`src/rtl/mean_estimator.sv`:
```
`default_nettype none
// ============================================================================
// Module      : mean_estimator
// Description : Per-channel block mean of 2**LOG2N signed samples on four
//               channels; feeds the centering subtractor.
// Revision    : 1.0 - initial release
// ============================================================================
module mean_estimator #(
    parameter int DW    = 26,
    parameter int LOG2N = 10,
    parameter int ACCW  = DW + LOG2N
) (
    input  logic                 clk,
    input  logic                 rst,
    input  logic                 start,
    input  logic                 in_valid,
    output logic                 in_ready,
    input  logic signed [DW-1:0] x1_in,
    input  logic signed [DW-1:0] x2_in,
    input  logic signed [DW-1:0] x3_in,
    input  logic signed [DW-1:0] x4_in,
    output logic signed [DW-1:0] mean1,
    output logic signed [DW-1:0] mean2,
    output logic signed [DW-1:0] mean3,
    output logic signed [DW-1:0] mean4,
    output logic                 mean_valid,
    output logic                 busy,
    output logic [LOG2N-1:0]     sample_cnt
);

    typedef enum logic [0:0] {
        S_IDLE = 1'b0,
        S_ACC  = 1'b1
    } state_t;

    localparam logic [LOG2N-1:0] c_CNT_LAST = '1;

    state_t             r_state;
    state_t             w_state_next;
    logic [LOG2N-1:0]   r_sample_cnt;
    logic               r_mean_valid;
    logic               w_clear;
    logic               w_accept;
    logic               w_last;
    logic [3:0][DW-1:0] w_x;
    logic [3:0][DW-1:0] w_mean;

    assign w_x      = {x4_in, x3_in, x2_in, x1_in};
    assign w_clear  = (r_state == S_IDLE) && start;
    assign w_accept = (r_state == S_ACC) && in_valid;
    assign w_last   = w_accept && (r_sample_cnt == c_CNT_LAST);

    always_ff @(posedge clk) begin
        if (rst) begin
            r_state <= S_IDLE;
        end else begin
            r_state <= w_state_next;
        end
    end

    always_comb begin
        w_state_next = r_state;
        case (r_state)
            S_IDLE:  if (start)  w_state_next = S_ACC;
            S_ACC:   if (w_last) w_state_next = S_IDLE;
            default: w_state_next = S_IDLE;
        endcase
    end

    always_ff @(posedge clk) begin
        if (rst) begin
            r_sample_cnt <= '0;
            r_mean_valid <= 1'b0;
        end else begin
            r_mean_valid <= w_last;
            if (w_clear || w_last) begin
                r_sample_cnt <= '0;
            end else if (w_accept) begin
                r_sample_cnt <= r_sample_cnt + 1'b1;
            end
        end
    end

    // The mean is bits [LOG2N +: DW] of the final sum, i.e. an arithmetic
    // right shift by LOG2N (floor toward -inf) truncated to DW bits.
    genvar k;
    generate
        for (k = 0; k < 4; k++) begin : g_ch
            logic [ACCW-1:0] r_acc;
            logic [DW-1:0]   r_mean;
            logic [ACCW-1:0] w_sum;

            assign w_sum = r_acc + {{(ACCW-DW){w_x[k][DW-1]}}, w_x[k]};

            always_ff @(posedge clk) begin
                if (rst) begin
                    r_acc  <= '0;
                    r_mean <= '0;
                end else begin
                    if (w_clear) begin
                        r_acc <= '0;
                    end else if (w_accept) begin
                        r_acc <= w_sum;
                    end
                    if (w_last) begin
                        r_mean <= w_sum[LOG2N +: DW];
                    end
                end
            end

            assign w_mean[k] = r_mean;
        end
    endgenerate

    assign mean1      = w_mean[0];
    assign mean2      = w_mean[1];
    assign mean3      = w_mean[2];
    assign mean4      = w_mean[3];
    assign mean_valid = r_mean_valid;
    assign sample_cnt = r_sample_cnt;
    assign in_ready   = (r_state == S_ACC);
    assign busy       = (r_state == S_ACC);

endmodule
`default_nettype wire

```
`config.mk`:
```
export PLATFORM = sky130hd
export DESIGN_NAME = mean_estimator
export DESIGN_NICKNAME = d
export VERILOG_FILES = /design/src/rtl/mean_estimator.sv
export SDC_FILE = /design/constraint.sdc
export NUM_CORES = 1
export LEC_CHECK = 0
export CORE_AREA = 2 2 185 187
export CTS_CLUSTER_DIAMETER = 150
export DETAILED_ROUTE_END_ITERATION = 6
export DIE_AREA = 0 0 187 189
export PLACE_DENSITY = 0.77
export SLEW_MARGIN = 10
export SYNTH_ARGS = -nofsm -noshare
export SYNTH_HDL_FRONTEND = slang
export SYNTH_SLANG_ARGS = --single-unit
```
`constraint.sdc`:
```
create_clock -name clk -period 3 [get_ports clk]
set_input_delay 0.6 -clock clk [delete_from_list [all_inputs] [get_ports clk]]
set_output_delay 0.6 -clock clk [all_outputs]
set_load 0.05 [all_outputs]
```
After elaboration in Yosys (flattened, before gate mapping). Cells that the tools add are included.

Add/subtract/negate cells: 5. Reduce and logical (&&, ||, !) cells: 6. Equality and inequality tests: 1. Bitwise operators: 1. Multiplexer cells: 3.

Operators with widths (count): 36-bit adder (4); 10-bit by 1-bit adder with 10-bit output (second input constant) (1); 10-bit == test (second input constant) (1); 2-bit OR reduction (2); 1-bit logical AND (3); 1-bit two-way mux (2); 1-bit case mux with 2 select lines (1); 1-bit logical OR (1); 1-bit NOT (1).

Word-level logic and storage cells: 27. Bits in registers: 260. Bits of input ports: 108.

Logic depth before layout (Yosys ltp).
Word-level depth: 4. Gate-level depth with buffers: 11. Depth with buffers taken out: 11.

Least setup slack after synthesis. Ideal clock, no wire load.

Path kind: input to register. From: input x4_in[0]. To: register g_ch[3].r_mean[22] (netlist: mean4[22]). Setup time: 0.122 ns. Arrival: 3.140 ns. Stages: 11. Path buffers: 0. Path slack: -0.262 ns. Required time: 2.878 ns. Cells stage by stage: ha_1 -> fa_1 -> a21o_1 -> a21oi_2 -> o211a_4 -> o31ai_4 -> a221o_1 -> a2111oi_2 -> nor2_1 -> and4_4 -> a311o_1.

Longest elaborated chain between the ends: 1.

RTL lines: start: declaration (line 21) `input logic signed [DW-1:0] x4_in,`; 36-bit adder (line 93) `assign w_sum = r_acc + {{(ACCW-DW){w_x[k][DW-1]}}, w_x[k]};`; end signal: assignment (line 106) `r_mean <= w_sum[LOG2N +: DW];`; end: declaration (line 90) `logic [DW-1:0] r_mean;`.

Every way passes these cells. A chain may end at the register's enable or synchronous reset.

Worst setup path in the final report.
From: input x3_in[11]. To: register g_ch[2].r_acc[30].

Longest elaborated chain between the ends: 1.

RTL lines: start: declaration (line 20) `input logic signed [DW-1:0] x3_in,`; 36-bit adder (line 93); end signal: assignment (line 103) `r_acc <= w_sum;`; end: declaration (line 89) `logic [ACCW-1:0] r_acc;`.

Every way passes these cells.

==> summary.md <==
| Metric | Value |
|---|---|
| Result of the run | `finished, final reports clean` |
| IO Count | `225` |
| Area Overhead vs Synth | `41.8%` |
| Endpoint class of the critical path | `register` |
| Number of clock sinks | `260` |
| Most frequent cells after synthesis | `nand2_1 (418), a21oi_1 (298), dfxtp_1 (260), ha_1 (141), o21ai_0 (108)` |
| H-tree depth | `1` |
| Cell area after placement | `22200 sq um` |
| Biggest area contributors in the synthesized netlist | `dfxtp_1 (31%), ha_1 (10%), nand2_1 (9.3%)` |
| Data required time of the worst path | `3.44 ns` |
| Worst vdd ir | `447 uV` |
| Peak fanout along the critical path | `5` |
| Routed via count divided by cell count | `5.75` |
| Placed instance count | `3119` |
| Final design instance area without fill | `23800 sq um` |
| Pwr dens | `399 nW/um^2` |
| Area leader, netlist | `dfxtp_1` |
| Worst setup path startpoint | `x3_in[11]` |
| Number of DRC violations after detailed-routing iteration 0 | `1066` |
| CP startpoint kind | `input port` |
| Worst-Margin Slew | `0.760 ns` |
| Total number of nets in the final design | `2974` |
| RR Startpoint | `g_ch[0].r_acc[0]` |
| Slew HR | `49.4%` |
| Count of flip-flops with a built-in enable after synthesis | `0` |
| Routed vias | `18343` |
| Mean routed wirelength per cell | `17.4 microns` |
| Worst setup path endpoint | `g_ch[2].r_acc[30]` |
| Die outline width | `187 microns` |
| Number of global-route vias before repair | `18180` |
| Signal arrival time at the worst endpoint | `3.35 ns` |
| Standard-cell row count | `67` |
| Share of flip-flops with an asynchronous set or reset | `0%` |
| CTS buffer count | `30` |
| Final-layout fill cell count | `2618` |
| Post-route fraction of the period consumed by the critical path | `97.1%` |
| Number of synthesis warnings | `0` |
| Maximum clock rate | `343 MHz` |
| Routability-driven placement congestion ratio | `0.931` |
| Clock tree from TritonCTS | `built` |
| Setup TNS after final layout | `0 ns` |
| Synth unique cells | `90` |
| Worst Skew | `0.0116 ns` |
| Crit Path Class | `in -> reg` |
| Cell with the most instances after synthesis | `nand2_1` |
| Buffer type at the clock tree root | `clkbuf_16` |
| Clk Latency, worst-skew pair | `0.56 ns` |
| Die footprint | `35300 sq um` |
| Number of remaining DRC errors | `0` |
| Tot GR Track Use | `30.0%` |
| Number of detailed-route iterations in the first pass | `5` |
| Pin count of the biggest net entering global routing | `70` |
| Routed wire length | `55500 microns` |
| Path class of the lowest-slack min-delay path | `in -> reg` |
| Fin cells | `3191` |
| Lkg Pwr | `10.4 nW` |
| Net count after synthesis | `2432` |
| Clock tree buffer depth | `3` |
| Hold violation total from the final report | `0` |
| Mean area per synthesized cell | `7.71 sq um` |
| FF-to-FF setup slack | `0.10 ns` |
| Antenna diode instance count | `0` |
| Share of final-layout standard cells stronger than drive strength 1 | `20.6%` |
| Global route total overflow | `0` |
| Tmin final | `2.91 ns` |
| Share of synthesized area occupied by flip-flops and latches | `31.0%` |
| Yosys top cell area share | `31.0%` |
| Number of routed nets with antenna violations | `0` |
| FF-to-FF End | `g_ch[0].r_acc[32]` |
| Top FF cell, synth | `dfxtp_1` |
| Number of failing setup endpoints in the final timing report | `0` |
| Initial standard-cell utilization of the core | `50.5%` |
| Count of mapped cells out of synthesis | `2179` |
| Number of input and output port buffers inserted | `224` |
| Path depth of the worst reg2reg path | `12` |
| Max-cap viol count | `0` |
| Vertical die dimension | `189 microns` |
| Post-CTS clock slew at the launch and capture registers of the worst setup and hold paths | `0.06 ns` |
| Syn Std Cell Area | `16800 sq um` |
| Core Area | `33300 sq um` |
| Number of pins exceeding their max-slew limit in the final report | `0` |
| Synth Register Bits | `260` |
| Layout Utilization | `71.6%` |
| HP Start | `x1_in[0]` |
| Number of hold buffers added after cts | `0` |
| HPWL after DPL | `40300 microns` |
| Number of antenna violations at the first check in global routing | `1` |
| Wire length of the first global-routing pass | `88700 microns` |
==> how the worst min path moves through the flow <==
stage	end	cells past startpoint	slack (ns)
after floorplan	g_ch[0].r_acc[25]	2	0.43
after global placement	mean3[21]	2	0.44
after detailed placement	mean3[8]	2	0.45
after CTS	mean3[7]	2	0.45
after global routing	mean3[7]	2	0.47
final	g_ch[0].r_acc[0]	4	0.45
==> layer usage <==
metal | routed length, microns | up-vias | global-route usage (%) | share of wire (%)
li1 | - | 8892 | - | -
met4 | 1480 | 2 | 9.34 | 2.7
met3 | 3110 | 102 | 3.35 | 5.6
met1 | 23400 | 8774 | 36.9 | 42
met5 | 12 | - | 0 | 0.022
met2 | 27500 | 573 | 54.8 | 50
==> area by class of cell <==
| cell class | instances | area, sq um | area share, % |
|---|---|---|---|
| multi-input cells | 1746 | 11300 | 47.6 |
| repair buffers | 642 | 5520 | 23.2 |
| flip-flops and latches | 260 | 5210 | 21.9 |
| clock buffers | 43 | 891 | 3.74 |
| well taps | 448 | 561 | 2.35 |
| clock inverters | 11 | 161 | 0.678 |
| inverters | 41 | 154 | 0.646 |
==> cell families (layout without fill, tap and decap cells) <==
group / Yosys count / count (layout) / share of synthesized area, %
buf+inv: 173 / 737 / 4.25
xor+xnor: 133 / 133 / 7.07
flops: 260 / 260 / 31.0
fa+ha+maj: 145 / 145 / 11.0
simple gates: 796 / 796 / 21.5
mux: 8 / 8 / 0.476
compound gates: 664 / 664 / 24.8
==> metrics by stage <==
step / setup WS, ns / total power [mW] / hold slack, ns
after detailed placement: -0.699 / 5.55 / 0.445
after CTS: -0.0537 / 9.47 / 0.455
after floorplan: -0.133 / 4.66 / 0.429
final: 0.0855 / 9.51 / 0.450
after global placement: -0.673 / 5.50 / 0.441
after global routing: -0.0614 / 9.87 / 0.475
==> sequential cells by signal, indices dropped and copies added (netlist names) <==
name / cells
busy: 1
mean3: 26
g_ch.r_acc: 144
mean4: 26
mean1: 26
mean2: 26
sample_cnt: 10
mean_valid: 1
==> layout by cell type, fill, tap and decap left out, types with 9 or more instances in the layout <==
master           synthesis  final
buf_4                    3    408
o31ai_1                 12      9
o21a_1                  11     11
clkbuf_16                0     31
nor2_1                 102     99
o21ai_0                108    104
nand4_1                 43     43
inv_1                   41     40
buf_12                   0     10
dfxtp_1                260    259
nand2_1                418    416
ha_1                   141    130
xor2_1                  66     66
and4_1                   9      9
ha_4                     0      9
a211oi_1                25     22
nor2b_1                 17     17
o211ai_1                19     19
nand3_1                 88     87
nor3_1                  32     28
and3_1                  25     24
a21oi_1                298    290
or4_1                   16     13
xnor2_1                 65     65
clkdlybuf4s50_1          0    219
a21o_1                  67     66
o21bai_1                18     18
==> power breakdown <==
group,total (mW),internal [mW],switching (mW),leakage (nW)
Clock,3.93,2.39,1.53,0.519
Sequential,3.57,3.52,0.0470,2.10
Combinational,2.01,0.954,1.06,7.76
==> repair_timing <==
item                       4_1_cts  5_1_grt
setup buffers                    7       12
hold endpoints to repair         0        0
setup endpoints to repair       20       79
gates cloned                     0        0
pin swaps                       13       37
resized for setup               16       59
==> critical path: stages <==
cell             delay [ns]
clkdlybuf4s50_1        0.42
ha_1                   0.34
buf_4                  0.16
a21o_1                 0.18
a22o_1                 0.22
o31ai_1                0.26
nand4_1                0.19
nand2_1                0.15
o31ai_2                0.07
buf_4                  0.15
a41oi_1                0.24
buf_4                  0.17
xnor2_1                0.11
o21ai_0                0.09
No activity file was read; power rests on OpenSTA's default activity.
